File: src/rtl/lsu_mem_port.sv
// Load/store unit that drives one req/gnt/rvalid data-bus transaction per
// memory instruction. Optional MISALIGN_TRAP_EN faults misaligned accesses.
module lsu_mem_port #(
  parameter int DATA_WIDTH = 32,
  parameter int ADDR_WIDTH = 32
) (
  input  logic                  clk_i,
  input  logic                  rst_i,
  input  logic                  MemRead_i,
  input  logic                  MemWrite_i,
  input  logic [1:0]            MemType_i,
  input  logic                  MemSign_i,
  input  logic [ADDR_WIDTH-1:0] Addr_i,
  input  logic [DATA_WIDTH-1:0] WriteData_i,
  output logic [DATA_WIDTH-1:0] ReadData_o,
  output logic                  Stall_o,
  output logic                  Fault_o,
  output logic                  BusReq_o,
  output logic                  BusWe_o,
  output logic [ADDR_WIDTH-1:0] BusAddr_o,
  output logic [3:0]            BusBe_o,
  output logic [DATA_WIDTH-1:0] BusWData_o,
  input  logic                  BusGnt_i,
  input  logic [DATA_WIDTH-1:0] BusRData_i,
  input  logic                  BusRValid_i
);

  typedef enum logic [1:0] {IDLE, REQ, WAIT, DONE} state_e;

  localparam logic [1:0] MT_WORD = 2'b00;
  localparam logic [1:0] MT_BYTE = 2'b01;
  localparam logic [1:0] MT_HALF = 2'b10;

  state_e                  state_q, state_d;
  logic                    req_in, trap;
  logic [1:0]              off;
  logic [3:0]              be_d;
  logic [DATA_WIDTH-1:0]   wdata_d, rdata_ext;
  logic [1:0]              type_q, off_q;
  logic                    sign_q;
  logic                    BusReq_q, BusWe_q, Fault_q;
  logic [ADDR_WIDTH-1:0]   BusAddr_q;
  logic [3:0]              BusBe_q;
  logic [DATA_WIDTH-1:0]   BusWData_q, ReadData_q;

  assign req_in = MemRead_i | MemWrite_i;
  assign off    = Addr_i[1:0];

`ifdef MISALIGN_TRAP_EN
  assign trap = (MemType_i == MT_HALF) ? off[0] :
                (MemType_i == MT_BYTE) ? 1'b0   : (off != 2'b00);
`else
  assign trap = 1'b0;
`endif

  // Store lane placement; misaligned low bits are dropped when not trapping.
  always_comb begin
    be_d    = 4'hF;
    wdata_d = WriteData_i;
    case (MemType_i)
      MT_BYTE: begin
        be_d    = 4'b0001 << off;
        wdata_d = {4{WriteData_i[7:0]}};
      end
      MT_HALF: begin
        be_d    = off[1] ? 4'b1100 : 4'b0011;
        wdata_d = {2{WriteData_i[15:0]}};
      end
      default: ;
    endcase
  end

  always_comb begin
    rdata_ext = BusRData_i;
    case (type_q)
      MT_BYTE: rdata_ext = {{24{~sign_q & BusRData_i[{off_q, 3'b111}]}},
                            BusRData_i[{off_q, 3'b000} +: 8]};
      MT_HALF: rdata_ext = {{16{~sign_q & BusRData_i[{off_q[1], 4'b1111}]}},
                            BusRData_i[{off_q[1], 4'b0000} +: 16]};
      default: ;
    endcase
  end

  always_comb begin
    state_d = state_q;
    case (state_q)
      IDLE: if (req_in) state_d = trap ? DONE : REQ;
      REQ:  if (BusGnt_i) state_d = BusWe_q ? DONE : WAIT;
      WAIT: if (BusRValid_i) state_d = DONE;
      DONE: state_d = IDLE;
      default: state_d = IDLE;
    endcase
  end

  always_ff @(posedge clk_i or posedge rst_i) begin
    if (rst_i) begin
      state_q    <= IDLE;
      type_q     <= MT_WORD;
      off_q      <= 2'b00;
      sign_q     <= 1'b0;
      BusReq_q   <= 1'b0;
      BusWe_q    <= 1'b0;
      BusAddr_q  <= '0;
      BusBe_q    <= 4'h0;
      BusWData_q <= '0;
      ReadData_q <= '0;
      Fault_q    <= 1'b0;
    end else begin
      state_q <= state_d;
      Fault_q <= 1'b0;
      case (state_q)
        IDLE: if (req_in) begin
          type_q  <= MemType_i;
          off_q   <= off;
          sign_q  <= MemSign_i;
          Fault_q <= trap;
          if (!trap) begin
            // Store wins when both strobes are set.
            BusReq_q   <= 1'b1;
            BusWe_q    <= MemWrite_i;
            BusAddr_q  <= {Addr_i[ADDR_WIDTH-1:2], 2'b00};
            BusBe_q    <= MemWrite_i ? be_d : 4'hF;
            BusWData_q <= wdata_d;
          end
        end
        REQ:  if (BusGnt_i) BusReq_q <= 1'b0;
        WAIT: if (BusRValid_i) ReadData_q <= rdata_ext;
        default: ;
      endcase
    end
  end

  assign Stall_o    = ((state_q == IDLE) && req_in) || (state_q == REQ) || (state_q == WAIT);
  assign BusReq_o   = BusReq_q;
  assign BusWe_o    = BusWe_q;
  assign BusAddr_o  = BusAddr_q;
  assign BusBe_o    = BusBe_q;
  assign BusWData_o = BusWData_q;
  assign ReadData_o = ReadData_q;
  assign Fault_o    = Fault_q;

endmodule

File: config.mk
export PLATFORM = sky130hd
export DESIGN_NAME = lsu_mem_port
export DESIGN_NICKNAME = d
export VERILOG_FILES = /design/src/rtl/lsu_mem_port.sv
export SDC_FILE = /design/constraint.sdc
export NUM_CORES = 1
export LEC_CHECK = 0
export ABC_AREA = 1
export BUFFER_PORTS_ARGS = -buffer_cell sky130_fd_sc_hd__buf_2
export CORE_MARGIN = 4
export CORE_UTILIZATION = 50
export CTS_CLUSTER_DIAMETER = 40
export DETAILED_ROUTE_END_ITERATION = 8
export PLACE_DENSITY = 0.82
export SLEW_MARGIN = 15
export SYNTH_ARGS = -nofsm -noshare
export SYNTH_HDL_FRONTEND = slang
export SYNTH_SLANG_ARGS = --single-unit
File: constraint.sdc
create_clock -name clk_i -period 5.6 [get_ports clk_i]
set_clock_uncertainty 0.2 [all_clocks]
set_input_delay 0.56 -clock clk_i [delete_from_list [all_inputs] [get_ports clk_i]]
set_output_delay 0.56 -clock clk_i [all_outputs]
set_load 0.02 [all_outputs]
* Word level (Yosys, flattened, before mapping)
Index checks and enable logic that the tools add are counted.
** Operators by class
- Div/mod/pow operators :: 0
- $mul :: 0
- Shift operators :: 3
- Equal/unequal tests :: 10
- $add $sub $neg :: 0
- $lt $le $gt $ge :: 2
- Bitwise logic cells :: 4
- Reduce and logical (&&, ||, !) cells :: 9
- Mux-type cells :: 17
** Operators with widths (count)
- case mux 32 bit (2 select lines) :: 2
- indexed part select 32 x 6 -> 16 bit :: 1
- indexed part select 32 x 6 -> 8 bit :: 1
- less-than comparator 5 x 6 -> 1 bit, second input constant :: 2
- equality test 2 bit, second input constant :: 4
- 2-to-1 mux 4 bit :: 2
- case mux 2 bit (4 select lines) :: 1
- case mux 4 bit (2 select lines) :: 1
- equality test 2 x 1 -> 1 bit, second input constant :: 3
- 2-to-1 mux 1 bit :: 6
- 2-to-1 mux 2 bit :: 3
- inequality test 2 bit, second input constant :: 3
- AND reduction 3 bit :: 2
- AND reduction 2 bit :: 2
- left shift 1 x 2 -> 4 bit, first input constant :: 1
- AND 1 bit :: 2
- binary-select mux 1 bit (select 2 bit) :: 1
- zero test 2 bit :: 1
- logical OR 1 bit :: 2
- case mux 1 bit (2 select lines) :: 1
- nonzero test 2 bit :: 1
- logical AND 1 bit :: 1
- inverter 1 bit :: 1
- bitwise OR 1 bit :: 1
** Storage, ports and cells
- Input port bits :: 105
- Memory bits (read-only) :: 0
- Bits in latches :: 0
- Output and inout bits :: 104
- Bits in registers :: 107
- Memories :: 0
- Memory bits (writable) :: 0

* Longest topological paths before layout
Gate-level depths: netlist of the first run.
- Depth in word-level cells :: 4
- Depth in mapped cells :: 10
- Gate-level depth less buffers :: 10

* Worst setup path after synthesis of the first run
No wires, ideal clock.
- Kind :: reg2out
- Start :: reg state_q[0]
- End :: out Stall_o
- Slack :: 3.448 ns
- Data required time :: 4.840 ns
- Cell stages (with the launch flop) :: 7
- Buffers on the path :: 2
- Arrival time :: 1.392 ns
- Cell sequence :: dfrtp_1 inv_1 ha_1 nand2_2 buf_2 buf_2 nand3_1
** On the way
- Cells in the longest elaborated chain, start to end :: 4
** Ends and longest elaborated chain
- start, declared :: RTL line 34 : state_e state_q, state_d;
- start signal, assigned :: RTL line 109 : state_q <= state_d;
- zero test 2 bit :: RTL line 133 : assign Stall_o = ((state_q == IDLE) && req_in) || (state_q == REQ) || (state_q == WAIT);
- logical AND 1 bit :: RTL line 133
- logical OR 1 bit :: RTL line 133
- logical OR 1 bit (*) :: RTL line 133
- end, declared :: RTL line 16 : output logic Stall_o,
Every way passes the cells marked *; elsewhere a longest branch is shown, timed or not.

* Worst setup path after layout of the first run
- Start :: reg type_q[0]
- End :: reg ReadData_q[7], in the netlist ReadData_o[7]
** On the way
- Cells in the longest elaborated chain, start to end :: 2
** Ends and longest elaborated chain
- start, declared :: RTL line 39 : logic [1:0] type_q, off_q;
- start signal, assigned :: RTL line 113 : type_q <= MemType_i;
- equality test 2 bit / equality test 2 x 1 -> 1 bit (equally long branches) :: RTL line 75 : case (type_q)
- case mux 32 bit (2 select lines) (*) :: RTL line 75
- end signal, assigned :: RTL line 127 : WAIT: if (BusRValid_i) ReadData_q <= rdata_ext;
- end, declared :: RTL line 44 : logic [DATA_WIDTH-1:0] BusWData_q, ReadData_q;
Marks and branches as above.
A chain may end at the register's enable or synchronous reset.

==> results of run 1 <==
power by group through the flow:
| stage | Clock, W | Sequential, W | Combinational, W |
|---|---|---|---|
| after floorplan | 0 | 0.00176 | 0.00107 |
| after global placement | 0 | 0.00137 | 0.00204 |
| after detailed placement | 0 | 0.00137 | 0.00208 |
| after CTS | 0.000492 | 0.00137 | 0.00208 |
| after global routing | 0.000516 | 0.00142 | 0.00230 |
| final | 0.000486 | 0.00137 | 0.00206 |
cell usage in the layout (no fill, tap or decap), drive strengths merged:
cell	n
dfrtp	107
o22ai	4
nor2	75
clkbuf	9
o21ai	44
buf	208
nor3	18
nand2	249
ha	8
clkinv	3
nand3	5
inv	49
clkinvlp	1
a21oi	83
conb	3
or2	7
through the flow:
stage	instance area, um2	worst slack [ns]	hold WS (ns)	utilization
detailed placement	6290	2.96	0.259	0.612
floorplan	5270	2.02	0.274	-
finish	6490	2.92	0.117	0.632
CTS	6490	2.95	0.156	0.632
global placement	6290	3.05	0.258	0.612
global route	6490	2.66	0.156	0.632
state kept, by name, indices dropped and copies added (netlist names):
name and cells:
BusWData_o 32, ReadData_o 32, BusAddr_o 30, BusBe_o 4
off_q 2, state_q 2, type_q 2, BusReq_o 1
BusWe_o 1, sign_q 1
layout make-up:
type,count,area [um2]
multi-input cells,496,2220
clock inverters,7,80.1
inverters,46,175
flip-flops and latches,107,2680
clock buffers,9,124
fillers,990,3780
well taps,136,170
repair buffers,208,1050
cells by family (layout without fill, tap and decap cells):
logic type      after synthesis  in the layout  synth area share
buf+inv                      85            270            0.0720
compound gates              131            131             0.133
flops                       107            107             0.508
fa+ha+maj                     8              8            0.0190
other cells                   1              3          0.000712
simple gates                354            354             0.267
routing by layer:
| metal | track usage | vias up | wire [um] |
|---|---|---|---|
| met3 | 0.0614 | 21 | 1370 |
| met4 | 0.0599 | 2 | 223 |
| met1 | 0.312 | 2334 | 6090 |
| li1 | - | 2522 | - |
| met5 | 0 | - | 13 |
| met2 | 0.388 | 224 | 6870 |
worst paths after layout:
check	from	to	slack, ns	cells after the start
worst min register to register	BusAddr_o[6]	BusAddr_o[6]	0.29	2
min in group clk_i	Addr_i[29]	BusAddr_o[29]	0.17	3
worst min-delay path	rst_i	ReadData_o[4]	0.12	2
max in group asynchronous	rst_i	BusWe_o	4.05	3
worst max-delay path	type_q[0]	ReadData_o[7]	2.92	5
worst max register to register	type_q[0]	ReadData_o[7]	2.92	5
==> impl_metrics.csv, run 1 <==
group,metric,value,unit
outcome,status,"complete, no violations",
routing,drt_pass1_iterations,4,
routing,drt_iter0_markers,291,
run,drv_cap,0,
pwr,p_int,0.00198,W
timing,relSlewSlack,0.292,
pwr,power.total,0.00391,W
synthesis,avgSynthCellArea,7.68,um2
worst_setup_path,crit_family,"adder cells",
synthesis,synthTopCellsByArea,"dfrtp_1 51%, nand2_1 17%, a21oi_1 6.9%, nor2_1 5.3%, o21ai_0 3.9%",
routing,vias_per_cell,5.06,
grt,grt_usage,0.236,
timing,fmax,372,MHz
clock_tree,cts_resized,0,
worst_setup_path,critPathMaxFanout,35,
placement,place_congestion,0.909,
pwr,switching_share,0.495,
synthesis,async_flop_share,1.00,
min_path,hp-class,"input port to asynchronous set/reset pin",
floorplanning,dieHeight,111,um
floorplanning,die_x,111,um
worst_setup_path,cp.arrival,2.74,ns
worst_setup_path,start_kind,"register",
clock_tree,clock_latency,0.36,ns
timing,setup_viol,0,
routing,ant_nets,0,
pwr,power_density,603,nW/um2
cells_and_area,nNetsFinal,981,
synthesis,ys_seq_elements,107,
clock_tree,cts_setup_buffers,0,
grt,grt_max_degree,84,
synthesis,yosys.area.top_type_share,0.508,
clock_tree,root_buffer,"clkbuf_8",
synthesis,synth-warning-count,0,
cells_and_area,synthToLayoutAreaGrowth,23.3,%
grt,gr-total-overflow,0,
clock_tree,numCtsBuffers,9,
synthesis,syn_area,5270,um2
timing,worst_pin_slew,1.06,ns
timing,maxSlewViolCount,0,
clock_tree,clk_pin_slew,0.12,ns
worst_setup_path,cp_slowest_cell,"ha_1",
timing,rsz0062_at_grt,"false",
clock_tree,cts_buffer_depth,2,
worst_setup_path,crit_type,"register to register",
clock_tree,h-tree-depth,3,
grt,grt_pass1_vias,4888,
timing,tns,0,ns
timing,fin_crit_sh,0.479,
cells_and_area,drive_gt1_frac,0.282,
routing,drcViolationCount,0,
routing,wirelength,14600,um
grt,antenna_found_initial,1,
pwr,p_clk_frac,0.124,
routing,vias,5103,
floorplanning,core,10300,um2
cells_and_area,n_antenna_cell,0,
routing,wl_per_cell,14.4,um
synthesis,synthTopCellsByCount,"242 x nand2_1, 107 x dfrtp_1, 75 x nor2_1, 73 x a21oi_1, 43 x inv_1",
timing,min_period,2.68,ns
synthesis,synthFlopType,"dfrtp_1",
grt,grt_pass1_wl,23900,um
worst_setup_path,crit_chain,"inv_1 > ha_1 > inv_1 > o21ai_0 > o21ai_0",
pwr,ir_worst_vdd,0.295,mV
floorplanning,num_rows,37,
worst_setup_path,crit_buf_inv,2,
clock_tree,clkSinkCount,107,
placement,dp_cells,993,
pwr,pwr-share-comb,0.527,
worst_setup_path,slowest_delay,0.98,ns
worst_setup_path,required,5.65,ns
clock_tree,tritoncts,"built",
pwr,p_leak,3.60,nW
clock_tree,hold_buffers,0,
pwr,seqPwrFrac,0.349,
synthesis,synth_cell_type_count,24,
floorplanning,dieArea,12200,um2
placement,portBuffers,205,
synthesis,synthCells,686,
synthesis,synth_most_common_cell,"nand2_1",
timing,hold_viol_final,0,
synthesis,ys_seq_area_frac,0.508,
cells_and_area,instances_no_fill,1009,
placement,dp_hpwl,10700,um
floorplanning,initial_core_util,0.512,
worst_setup_path,cp-end-kind,"register",
pwr,p_sw,0.00194,W
synthesis,yosysTopAreaCell,"dfrtp_1",
floorplanning,io_pins,209,
synthesis,synth_edf_count,0,
No activity file was read; power rests on OpenSTA's default activity.
==> inputs of run 2 (changes only) <==
--- a/config.mk
+++ b/config.mk
@@ -8,10 +8,10 @@
 export ABC_AREA = 1
 export BUFFER_PORTS_ARGS = -buffer_cell sky130_fd_sc_hd__buf_2
 export CORE_MARGIN = 4
-export CORE_UTILIZATION = 50
+export CORE_UTILIZATION = 49
 export CTS_CLUSTER_DIAMETER = 40
 export DETAILED_ROUTE_END_ITERATION = 8
-export PLACE_DENSITY = 0.82
+export PLACE_DENSITY = 0.81
 export SLEW_MARGIN = 15
 export SYNTH_ARGS = -nofsm -noshare
 export SYNTH_HDL_FRONTEND = slang
==> constraint.sdc (replaced) <==
create_clock -name clk_i -period 2.7 [get_ports clk_i]
set_clock_uncertainty 0.2 [all_clocks]
set_input_delay 0.27 -clock clk_i [delete_from_list [all_inputs] [get_ports clk_i]]
set_output_delay 0.27 -clock clk_i [all_outputs]
set_load 0.02 [all_outputs]
==> impl_metrics.csv, run 2 (synthesized netlist as in run 1, its figures left out) <==
group,metric,value,unit
pwr,p_sw,0.00408,W
placement,dp_hpwl,10800,um
grt,grt_usage,0.258,
clock_tree,clk_pin_slew,0.11,ns
floorplanning,core,10400,um2
timing,maxSlewViolCount,0,
routing,vias_per_cell,5.12,
timing,fmax,436,MHz
cells_and_area,drive_gt1_frac,0.272,
pwr,power_density,1180,nW/um2
cells_and_area,nNetsFinal,1036,
cells_and_area,synthToLayoutAreaGrowth,34.4,%
clock_tree,hold_buffers,49,
clock_tree,cts_resized,0,
min_path,hp-class,"input port to register",
placement,place_congestion,0.917,
grt,grt_pass1_vias,5401,
worst_setup_path,critPathMaxFanout,89,
worst_setup_path,critical_path.startpoint,"state_q[0]",
run,drv_cap,0,
timing,rsz0062_at_grt,"false",
worst_setup_path,start_kind,"register",
grt,antenna_found_initial,0,
pwr,p_clk_frac,0.128,
pwr,seqPwrFrac,0.340,
min_path,min-delay-start,"MemType_i[1]",
timing,worst_pin_slew,0.599,ns
grt,grt_max_degree,90,
clock_tree,root_buffer,"clkbuf_8",
routing,ant_nets,0,
worst_setup_path,crit_type,"register to primary output",
clock_tree,tritoncts,"built",
clock_tree,cts_setup_buffers,0,
worst_setup_path,r2r-start,"state_q[0]",
grt,gr-total-overflow,0,
pwr,p_leak,3.85,nW
floorplanning,dieHeight,112,um
clock_tree,cts_buffer_depth,2,
routing,drt_pass1_iterations,5,
cells_and_area,layout.cells.most_common,"nand2_1",
routing,drcViolationCount,0,
clock_tree,numCtsBuffers,9,
routing,vias,5445,
timing,hold_viol_final,0,
timing,setup_viol,0,
timing,tns,0,ns
timing,fin_crit_sh,0.850,
timing,min_period,2.30,ns
floorplanning,io_pins,209,
worst_setup_path,cp.arrival,1.83,ns
pwr,p_int,0.00429,W
pwr,pwr-share-comb,0.532,
floorplanning,die_x,112,um
outcome,status,"complete, no violations",
pwr,ir_worst_vdd,0.649,mV
cells_and_area,final_cell_mix,"242 x nand2_1, 205 x buf_2, 107 x dfrtp_1",
floorplanning,dieArea,12500,um2
timing,relSlewSlack,0.599,
floorplanning,initial_core_util,0.506,
pwr,switching_share,0.487,
cells_and_area,fin_area,7080,um2
placement,portBuffers,205,
floorplanning,num_rows,37,
clock_tree,h-tree-depth,3,
routing,drt_iter0_markers,441,
clock_tree,clock_latency,0.36,ns
worst_setup_path,required,2.23,ns
cells_and_area,n_antenna_cell,0,
routing,wl_per_cell,15.2,um
worst_setup_path,cp-end-kind,"primary output",
clock_tree,clkSinkCount,107,
grt,grt_pass1_wl,26600,um
placement,place_area,6370,um2
routing,wirelength,16200,um
-- run 2: worst max-delay path, stage by stage, from the launching register on --
cell     delay (ns)
dfrtp_1        0.39
inv_1          0.10
ha_1           0.26
nand2_2        0.12
buf_12         0.29
nand3_1        0.10
buf_2          0.18
-- run 2: area by class of cell --
class / count / area (um2)
fill: 853 / 3340
sequential: 107 / 2680
multi-input combinational: 496 / 2220
timing repair buffer: 263 / 1620
inverter: 46 / 176
tap: 136 / 170
clock buffer: 9 / 124
clock inverter: 7 / 92.6
-- run 2: routing by layer --
layer	share of wire	GRT usage
met1	0.40	0.335
met2	0.48	0.424
met3	0.089	0.0707
met4	0.025	0.0787
met5	0	0
-- run 2: final timing paths --
path | endpoint | slack, ns | cells past startpoint
max | Stall_o | 0.40 | 6
max reg2reg | BusWData_o[27] | 0.74 | 7
min reg2reg | ReadData_o[0] | 0.28 | 2
min | type_q[1] | 0.01 | 3
min in group asynchronous | BusAddr_o[10] | 0.35 | 4
max in group asynchronous | BusAddr_o[25] | 1.60 | 4
-- run 2: power by group through the flow --
stage | clock network, W | logic, W | registers, W
2_1_floorplan | 0 | 0.00221 | 0.00365
3_5_place_dp | 0 | 0.00438 | 0.00283
6_report | 0.00107 | 0.00445 | 0.00285
3_3_place_gp | 0 | 0.00428 | 0.00284
5_1_grt | 0.00116 | 0.00494 | 0.00294
4_1_cts | 0.00108 | 0.00442 | 0.00283
-- run 2: stage by stage --
stage | std cells | hold WS (ns) | setup WS (ns) | total power (W) | util
after floorplan | 688 | 0.180 | 0.838 | 0.00587 | -
after global placement | 999 | 0.224 | 0.740 | 0.00713 | 0.612
after detailed placement | 999 | 0.232 | 0.695 | 0.00721 | 0.612
after CTS | 1064 | 0.000995 | 0.374 | 0.00833 | 0.680
after global routing | 1064 | 0.00120 | 0.224 | 0.00904 | 0.680
final | 1064 | 0.0145 | 0.404 | 0.00837 | 0.680
